`src/rtl/sequence_generator_moore_pkg.sv`:
```
// rtl/sequence_generator_moore_pkg.sv - shared state encoding and default pattern for generator/detector
package sequence_generator_moore_pkg;

    typedef enum logic [1:0] {
        ST_IDLE = 2'd0,
        ST_SEND = 2'd1,
        ST_GAP  = 2'd2,
        ST_DONE = 2'd3
    } state_t;

    localparam int         DEFAULT_PAT_W   = 4;
    localparam logic [3:0] DEFAULT_PATTERN = 4'b1011;

endpackage

```
`src/rtl/sequence_generator_moore_if.sv`:
```
// rtl/sequence_generator_moore_if.sv - request and serial-stream signals of the pattern generator
interface sequence_generator_moore_if #(
    parameter int PAT_W = 4,
    parameter int CNT_W = 8
);
    logic             start;
    logic             abort;
    logic [PAT_W-1:0] pattern_in;
    logic [CNT_W-1:0] repeat_count;
    logic             sequence_out;
    logic             bit_valid;
    logic             frame_start;
    logic             busy;
    logic             done;

    modport master (
        output start, abort, pattern_in, repeat_count,
        input  sequence_out, bit_valid, frame_start, busy, done
    );

    modport slave (
        input  start, abort, pattern_in, repeat_count,
        output sequence_out, bit_valid, frame_start, busy, done
    );
endinterface

```
`src/rtl/sequence_shift_reg.sv`:
```
// rtl/sequence_shift_reg.sv - PAT_W-bit load / rotate-left register with MSB tap
module sequence_shift_reg
    import sequence_generator_moore_pkg::*;
#(
    parameter int PAT_W = 4
) (
    input  logic             clock,
    input  logic             reset,
    input  logic             load,
    input  logic             rotate,
    input  logic [PAT_W-1:0] data_in,
    output logic             msb
);
    logic [PAT_W-1:0] data;

    // Rotation keeps the pattern intact so every repetition reuses it without reloading.
    always_ff @(posedge clock or negedge reset) begin
        if (!reset) begin
            data <= '0;
        end else if (load) begin
            data <= data_in;
        end else if (rotate) begin
            data <= {data[PAT_W-2:0], data[PAT_W-1]};
        end
    end

    assign msb = data[PAT_W-1];
endmodule

```
`src/rtl/sequence_generator_moore.sv`:
```
// rtl/sequence_generator_moore.sv - Moore FSM serial pattern transmitter with repeat and idle gaps
module sequence_generator_moore
    import sequence_generator_moore_pkg::*;
#(
    parameter int   PAT_W      = 4,
    parameter int   CNT_W      = 8,
    parameter int   GAP_LEN    = 0,
    parameter logic IDLE_LEVEL = 1'b0
) (
    input  logic                   clock,
    input  logic                   reset,
    sequence_generator_moore_if.slave bus
);
    localparam int              BW        = $clog2(PAT_W);
    localparam logic [BW-1:0]   BIT_FIRST = BW'(PAT_W - 1);
    localparam int              GW        = (GAP_LEN > 1) ? $clog2(GAP_LEN) : 1;
    localparam logic [GW-1:0]   GAP_LAST  = (GAP_LEN > 0) ? GW'(GAP_LEN - 1) : '0;

    state_t           state, state_nxt;
    logic [BW-1:0]    bit_cnt, bit_cnt_nxt;
    logic [CNT_W-1:0] rep_cnt, rep_cnt_nxt;
    logic [GW-1:0]    gap_cnt, gap_cnt_nxt;
    logic             load, rotate, msb;

    sequence_shift_reg #(.PAT_W(PAT_W)) u_shift (
        .clock   (clock),
        .reset   (reset),
        .load    (load),
        .rotate  (rotate),
        .data_in (bus.pattern_in),
        .msb     (msb)
    );

    always_ff @(posedge clock or negedge reset) begin
        if (!reset) begin
            state   <= ST_IDLE;
            bit_cnt <= '0;
            rep_cnt <= '0;
            gap_cnt <= '0;
        end else begin
            state   <= state_nxt;
            bit_cnt <= bit_cnt_nxt;
            rep_cnt <= rep_cnt_nxt;
            gap_cnt <= gap_cnt_nxt;
        end
    end

    always_comb begin
        state_nxt   = state;
        bit_cnt_nxt = bit_cnt;
        rep_cnt_nxt = rep_cnt;
        gap_cnt_nxt = gap_cnt;
        load        = 1'b0;
        rotate      = 1'b0;
        case (state)
            ST_IDLE: begin
                if (bus.start && !bus.abort) begin
                    load        = 1'b1;
                    rep_cnt_nxt = bus.repeat_count;
                    bit_cnt_nxt = BIT_FIRST;
                    state_nxt   = (bus.repeat_count != '0) ? ST_SEND : ST_DONE;
                end
            end
            ST_SEND: begin
                rotate      = 1'b1;
                bit_cnt_nxt = bit_cnt - BW'(1);
                if (bit_cnt == '0) begin
                    rep_cnt_nxt = rep_cnt - CNT_W'(1);
                    bit_cnt_nxt = BIT_FIRST;
                    if (rep_cnt_nxt == '0) begin
                        state_nxt = ST_DONE;
                    end else if (GAP_LEN > 0) begin
                        state_nxt   = ST_GAP;
                        gap_cnt_nxt = GAP_LAST;
                    end
                end
            end
            ST_GAP: begin
                if (gap_cnt == '0) begin
                    state_nxt = ST_SEND;
                end else begin
                    gap_cnt_nxt = gap_cnt - GW'(1);
                end
            end
            ST_DONE: state_nxt = ST_IDLE;
            default: state_nxt = ST_IDLE;
        endcase
        // Abort discards the frame from any active state and suppresses the done pulse.
        if (bus.abort && state != ST_IDLE) begin
            state_nxt = ST_IDLE;
            load      = 1'b0;
            rotate    = 1'b0;
        end
    end

    assign bus.sequence_out = (state == ST_SEND) ? msb : IDLE_LEVEL;
    assign bus.bit_valid    = (state == ST_SEND);
    assign bus.frame_start  = (state == ST_SEND) && (bit_cnt == BIT_FIRST);
    assign bus.busy         = (state == ST_SEND) || (state == ST_GAP);
    assign bus.done         = (state == ST_DONE);
endmodule
```
`src/flat_wrapper.sv`:
```
// flat-port wrapper written by rule: the top's interface ports become plain ports
module sequence_generator_moore_flat import sequence_generator_moore_pkg::*;
#(
    parameter int   PAT_W      = 4,
    parameter int   CNT_W      = 8,
    parameter int   GAP_LEN    = 0,
    parameter logic IDLE_LEVEL = 1'b0
)
  (clock, reset, bus_start, bus_abort, bus_pattern_in, bus_repeat_count, bus_sequence_out, bus_bit_valid, bus_frame_start, bus_busy, bus_done);
  sequence_generator_moore_if #(.PAT_W(PAT_W), .CNT_W(CNT_W)) bus_i ();
  input  logic clock;
  input  logic reset;
  input wire logic [$bits(bus_i.start)-1:0] bus_start;
  input wire logic [$bits(bus_i.abort)-1:0] bus_abort;
  input wire logic [$bits(bus_i.pattern_in)-1:0] bus_pattern_in;
  input wire logic [$bits(bus_i.repeat_count)-1:0] bus_repeat_count;
  output wire logic [$bits(bus_i.sequence_out)-1:0] bus_sequence_out;
  output wire logic [$bits(bus_i.bit_valid)-1:0] bus_bit_valid;
  output wire logic [$bits(bus_i.frame_start)-1:0] bus_frame_start;
  output wire logic [$bits(bus_i.busy)-1:0] bus_busy;
  output wire logic [$bits(bus_i.done)-1:0] bus_done;
  assign bus_i.start = bus_start;
  assign bus_i.abort = bus_abort;
  assign bus_i.pattern_in = bus_pattern_in;
  assign bus_i.repeat_count = bus_repeat_count;
  assign bus_sequence_out = bus_i.sequence_out;
  assign bus_bit_valid = bus_i.bit_valid;
  assign bus_frame_start = bus_i.frame_start;
  assign bus_busy = bus_i.busy;
  assign bus_done = bus_i.done;
  sequence_generator_moore #(.PAT_W(PAT_W), .CNT_W(CNT_W), .GAP_LEN(GAP_LEN), .IDLE_LEVEL(IDLE_LEVEL)) u_core (.clock(clock), .reset(reset), .bus(bus_i));
endmodule
```
`config.mk`:
```
export PLATFORM = sky130hd
export DESIGN_NAME = sequence_generator_moore_flat
export DESIGN_NICKNAME = d
export VERILOG_FILES = /design/src/rtl/sequence_generator_moore_pkg.sv /design/src/rtl/sequence_generator_moore_if.sv /design/src/rtl/sequence_shift_reg.sv /design/src/rtl/sequence_generator_moore.sv /design/src/flat_wrapper.sv
export SDC_FILE = /design/constraint.sdc
export NUM_CORES = 1
export LEC_CHECK = 0
export ABC_AREA = 1
export ABC_CLOCK_PERIOD_IN_PS = 3900
export CAP_MARGIN = 20
export CORE_MARGIN = 2
export CORE_UTILIZATION = 36
export DETAILED_ROUTE_END_ITERATION = 8
export GPL_ROUTABILITY_DRIVEN = 0
export PLACE_DENSITY = 0.61
export SLEW_MARGIN = 20
export SYNTH_ARGS = -nofsm -noshare
export SYNTH_HDL_FRONTEND = slang
export SYNTH_HIERARCHICAL = 1
export SYNTH_SLANG_ARGS = --single-unit
export TNS_END_PERCENT = 1
```
`constraint.sdc`:
```
create_clock -name clock -period 3.9 [get_ports clock]
set_input_delay 1.17 -clock clock [delete_from_list [all_inputs] [get_ports clock]]
set_output_delay 1.17 -clock clock [all_outputs]
set_load 0.02 [all_outputs]
```
==> metrics.md <==
| Metric | Value |
|---|---|
| Number of vias per cell after detailed routing | `5.06` |
| Amount of wire on met3 after detailed routing | `between 100 and 150 µm` |
| Detailed Route WL | `2390 µm` |
| Cell repeated most along the worst path | `sky130_fd_sc_hd__inv_1` |
| Pin count of the biggest net entering global routing | `17` |
| Post-route cell area | `0.00136 mm²` |
| Clk_lat worst skew | `0.29 ns` |
| Pwr per Cell Area | `767 mW/mm²` |
| Final Cycle Share | `between 80% and 90%` |
| Via count of the routed design | `1037` |
| WL met1 | `1140 µm` |
| Instance count along the most critical hold path | `2` |
| Number of antenna violations at the first check in global routing | `0` |
| Diode count | `0` |
| Maximum net fanout on the critical path | `14` |
| Worst slack at placement | `0.980 ns` |
| Cell accounting for the most synthesized area | `sky130_fd_sc_hd__dfrtp_1` |
| Critical Path Start | `u_core/state[1]` |
| Die width | `roughly 59 µm` |
| Fraction of layout cells with a size suffix above 1 | `10.5%` |
| Clk sink count | `16` |
| Nature of the critical path endpoint | `output pin` |
| Post-synthesis cell count | `151` |
| Final hold violation count | `0` |
| Ordered cell list for the critical path | `inv_1, ha_1, nand2_1, inv_1, clkdlybuf4s50_1` |
| Setup WS post-layout | `0.705 ns` |
| Highest metal layer with signal wires | `met4` |
| First-iteration detailed-routing DRC count | `48` |
| Input/output buffers | `20` |
| Core Region | `just under 0.003 mm²` |
| Number of detailed-routing iterations run before antenna repair | `4` |
| Data required time of the worst path | `2.73 ns` |
| Slowest cell on crit path | `sky130_fd_sc_hd__clkdlybuf4s50_1` |
| Reg2reg start | `u_core/state[1]` |
| Sequential cell fraction of total power | `29.7%` |
| Final layout net count | `198` |
| Proportion of power drawn by the clock network | `between 10% and 20%` |
| Sequential cell area fraction in the yosys report | `36.3%` |
| Peak Freq | `about 0.31 GHz` |
| Leak | `between 0.6 and 0.7 nW` |
| Clk slew on worst S/H paths | `0.09 ns` |
| Clock buffer count from CTS | `3` |
| Count of endpoints failing setup in the final report | `0` |
| Number of standard cells in the layout, taps in and fillers out | `~210` |
| Worst Hold Margin | `approximately 0.5 ns` |
| Hold Path End | `u_core/u_shift/data[0]` |
| Syn Std Cell Area | `0.00110 mm²` |
| Reg-to-Reg End | `u_core/rep_cnt[5]` |
| Number of storage elements in the synthesis netlist | `16` |
| Most common cell after layout, fill and taps aside | `sky130_fd_sc_hd__nand2_1` |
| Count of placed standard cells including taps | `201` |
| Detailed-routed wire length on met2 | `1120 µm` |
| Critical path start-end classification | `reg -> out` |
| Total Power Consumption | `1.04 mW` |
| I/O Pins | `21` |
| Vias in the first global route | `about 930` |
| Min cycle time layout | `between 3 and 4 ns` |
| R2R depth | `8` |
| Final clock skew | `0.00669 ns` |
| Number of nets with antenna violations after routing | `0` |
| Switching power total | `between 500 and 600 µW` |
| Average cell area after synthesis | `7.30 µm²` |
| Final count of pins violating max slew | `0` |
| Top cells by area, synth | `sky130_fd_sc_hd__dfrtp_1, sky130_fd_sc_hd__nand2_1, sky130_fd_sc_hd__ha_1` |
| H-Tree Depth | `1` |
| Area Overhead vs Synth | `23.4%` |
| First-pass GRT wire length | `around 4000 µm` |
| Class of the tightest hold or removal check | `reg -> reg` |
| Placed Area | `0.00132 mm²` |
| Full die area | `0.00352 mm²` |
| Number of buffers inserted by hold repair at cts | `0` |
| Sum of negative setup slack | `0 ns` |
| Clk Tree Root Cell | `sky130_fd_sc_hd__clkbuf_4` |
| Cell-internal power | `539 µW` |
| Switching power as a share of total power | `48.3%` |
| Reg2Reg Setup Slack | `about 1.8 ns` |
| Source of the worst hold timing path | `u_core/u_shift/data[0]` |
| Post-DP HPWL | `1850 µm` |
| Total GRT Usage | `15.2%` |
| Max-capacitance violation count | `0` |
| Status | `complete, no violations` |
| Initial standard-cell utilization of the core | `between 30% and 40%` |
| Relative slew slack | `between 40 and 50%` |
| Endpoint arrival time on the critical path | `2.02 ns` |
| Delay of the slowest cell on the worst path | `0.59 ns` |
| WL per Instance | `11.7 µm` |
| Setup repair after global routing missed its margin | `false` |
| Area share of the largest cell type after synthesis | `36.3%` |
| TritonCTS clock tree | `built` |
| Residual overflow from global routing | `0` |
| Highest-count cells in the layout ignoring fill and taps | `sky130_fd_sc_hd__nand2_1, sky130_fd_sc_hd__clkdlybuf4s50_1, sky130_fd_sc_hd__inv_1, sky130_fd_sc_hd__nand3_1, sky130_fd_sc_hd__dfrtp_1` |
| Number of buffers added for setup after CTS | `0` |
| Maximum vdd ir drop | `0.384 mV` |
| Synthesized Nets | `176` |
| Logic pwr share | `59.7%` |
| Startpoint kind of the worst setup timing path | `register` |
| Transition time of the tightest slew-check pin | `0.754 ns` |
| Row count | `20` |
| DRC violation count after routing | `0` |
| Gates resized, CTS repair | `0` |
| Core utilization of the finished layout | `45.7%` |
| Vertical extent of the die | `59.3 µm` |
| Max Buffers Root-to-Sink | `2` |
| Number of warnings printed during yosys synthesis | `6` |
| Unique cell type count in the Yosys netlist | `23` |
## cells in the mapped netlist
cell / count
sky130_fd_sc_hd__nand2_1: 34
sky130_fd_sc_hd__inv_1: 18
sky130_fd_sc_hd__nand3_1: 18
sky130_fd_sc_hd__dfrtp_1: 16
sky130_fd_sc_hd__nor2_1: 13
sky130_fd_sc_hd__ha_1: 9
sky130_fd_sc_hd__o21ai_0: 8
sky130_fd_sc_hd__nor2_2: 5
sky130_fd_sc_hd__o22ai_1: 5
sky130_fd_sc_hd__inv_2: 4
sky130_fd_sc_hd__o21ai_1: 4
sky130_fd_sc_hd__nand2_2: 3
sky130_fd_sc_hd__nor3_1: 2
sky130_fd_sc_hd__o211ai_1: 2
sky130_fd_sc_hd__o21ai_2: 2
sky130_fd_sc_hd__a31oi_1: 1
sky130_fd_sc_hd__buf_2: 1
sky130_fd_sc_hd__buf_6: 1
sky130_fd_sc_hd__clkbuf_1: 1
sky130_fd_sc_hd__nand3b_1: 1
sky130_fd_sc_hd__nor4_1: 1
sky130_fd_sc_hd__o31ai_1: 1
sky130_fd_sc_hd__xor2_1: 1
## power groups by stage
stage	clock network, mW	registers (mW)	logic (mW)
after CTS	0.116	0.309	0.625
after global routing	0.124	0.319	0.714
final	0.111	0.310	0.623
after floorplan	0	0.297	0.491
after global placement	0	0.308	0.617
after detailed placement	0	0.312	0.621
## cell type report
type	count	area, µm²
clock buffers	4	36.3
fillers	313	1620
inverters	22	82.6
multi-input cells	110	599
flip-flops and latches	16	400
well taps	33	41.3
repair buffers	20	200
## per-layer routing
metal	global-route usage, %	up-vias
li1	-	529
met1	21.0	477
met2	24.2	29
met3	3.93	2
met4	2.92	0
met5	0	-
## registers in the layout, indices dropped and copies added, names as in the netlist
register,cells
u_core/state,2
u_core/bit_cnt,2
u_core/u_shift/data,4
u_core/rep_cnt,8
## critical path: cells and delay by family, from the launching register on
family                     cells  cell delay [ns]
DFF                            1             0.42
and+or+nand+nor                1             0.10
buffers and inverters          3             0.77
adders and majority gates      1             0.45
## worst max-delay path by stage
stage                       end  slack, ns  cells after the start
6_report       bus_sequence_out       0.71                      5
5_1_grt        bus_sequence_out       0.51                      5
4_1_cts        bus_sequence_out       0.65                      5
3_5_place_dp   bus_sequence_out       0.98                      5
3_3_place_gp   bus_sequence_out       1.01                      5
2_1_floorplan   bus_frame_start       1.42                      5
## cells by family after synthesis
logic type      share of synthesized area, %
flops                                   36.3
buf+inv                                 9.31
simple gates                            30.9
fa+ha+maj                               10.2
xor+xnor                               0.795
compound gates                          12.5
Note: power is estimated with default switching activity, not from simulation.
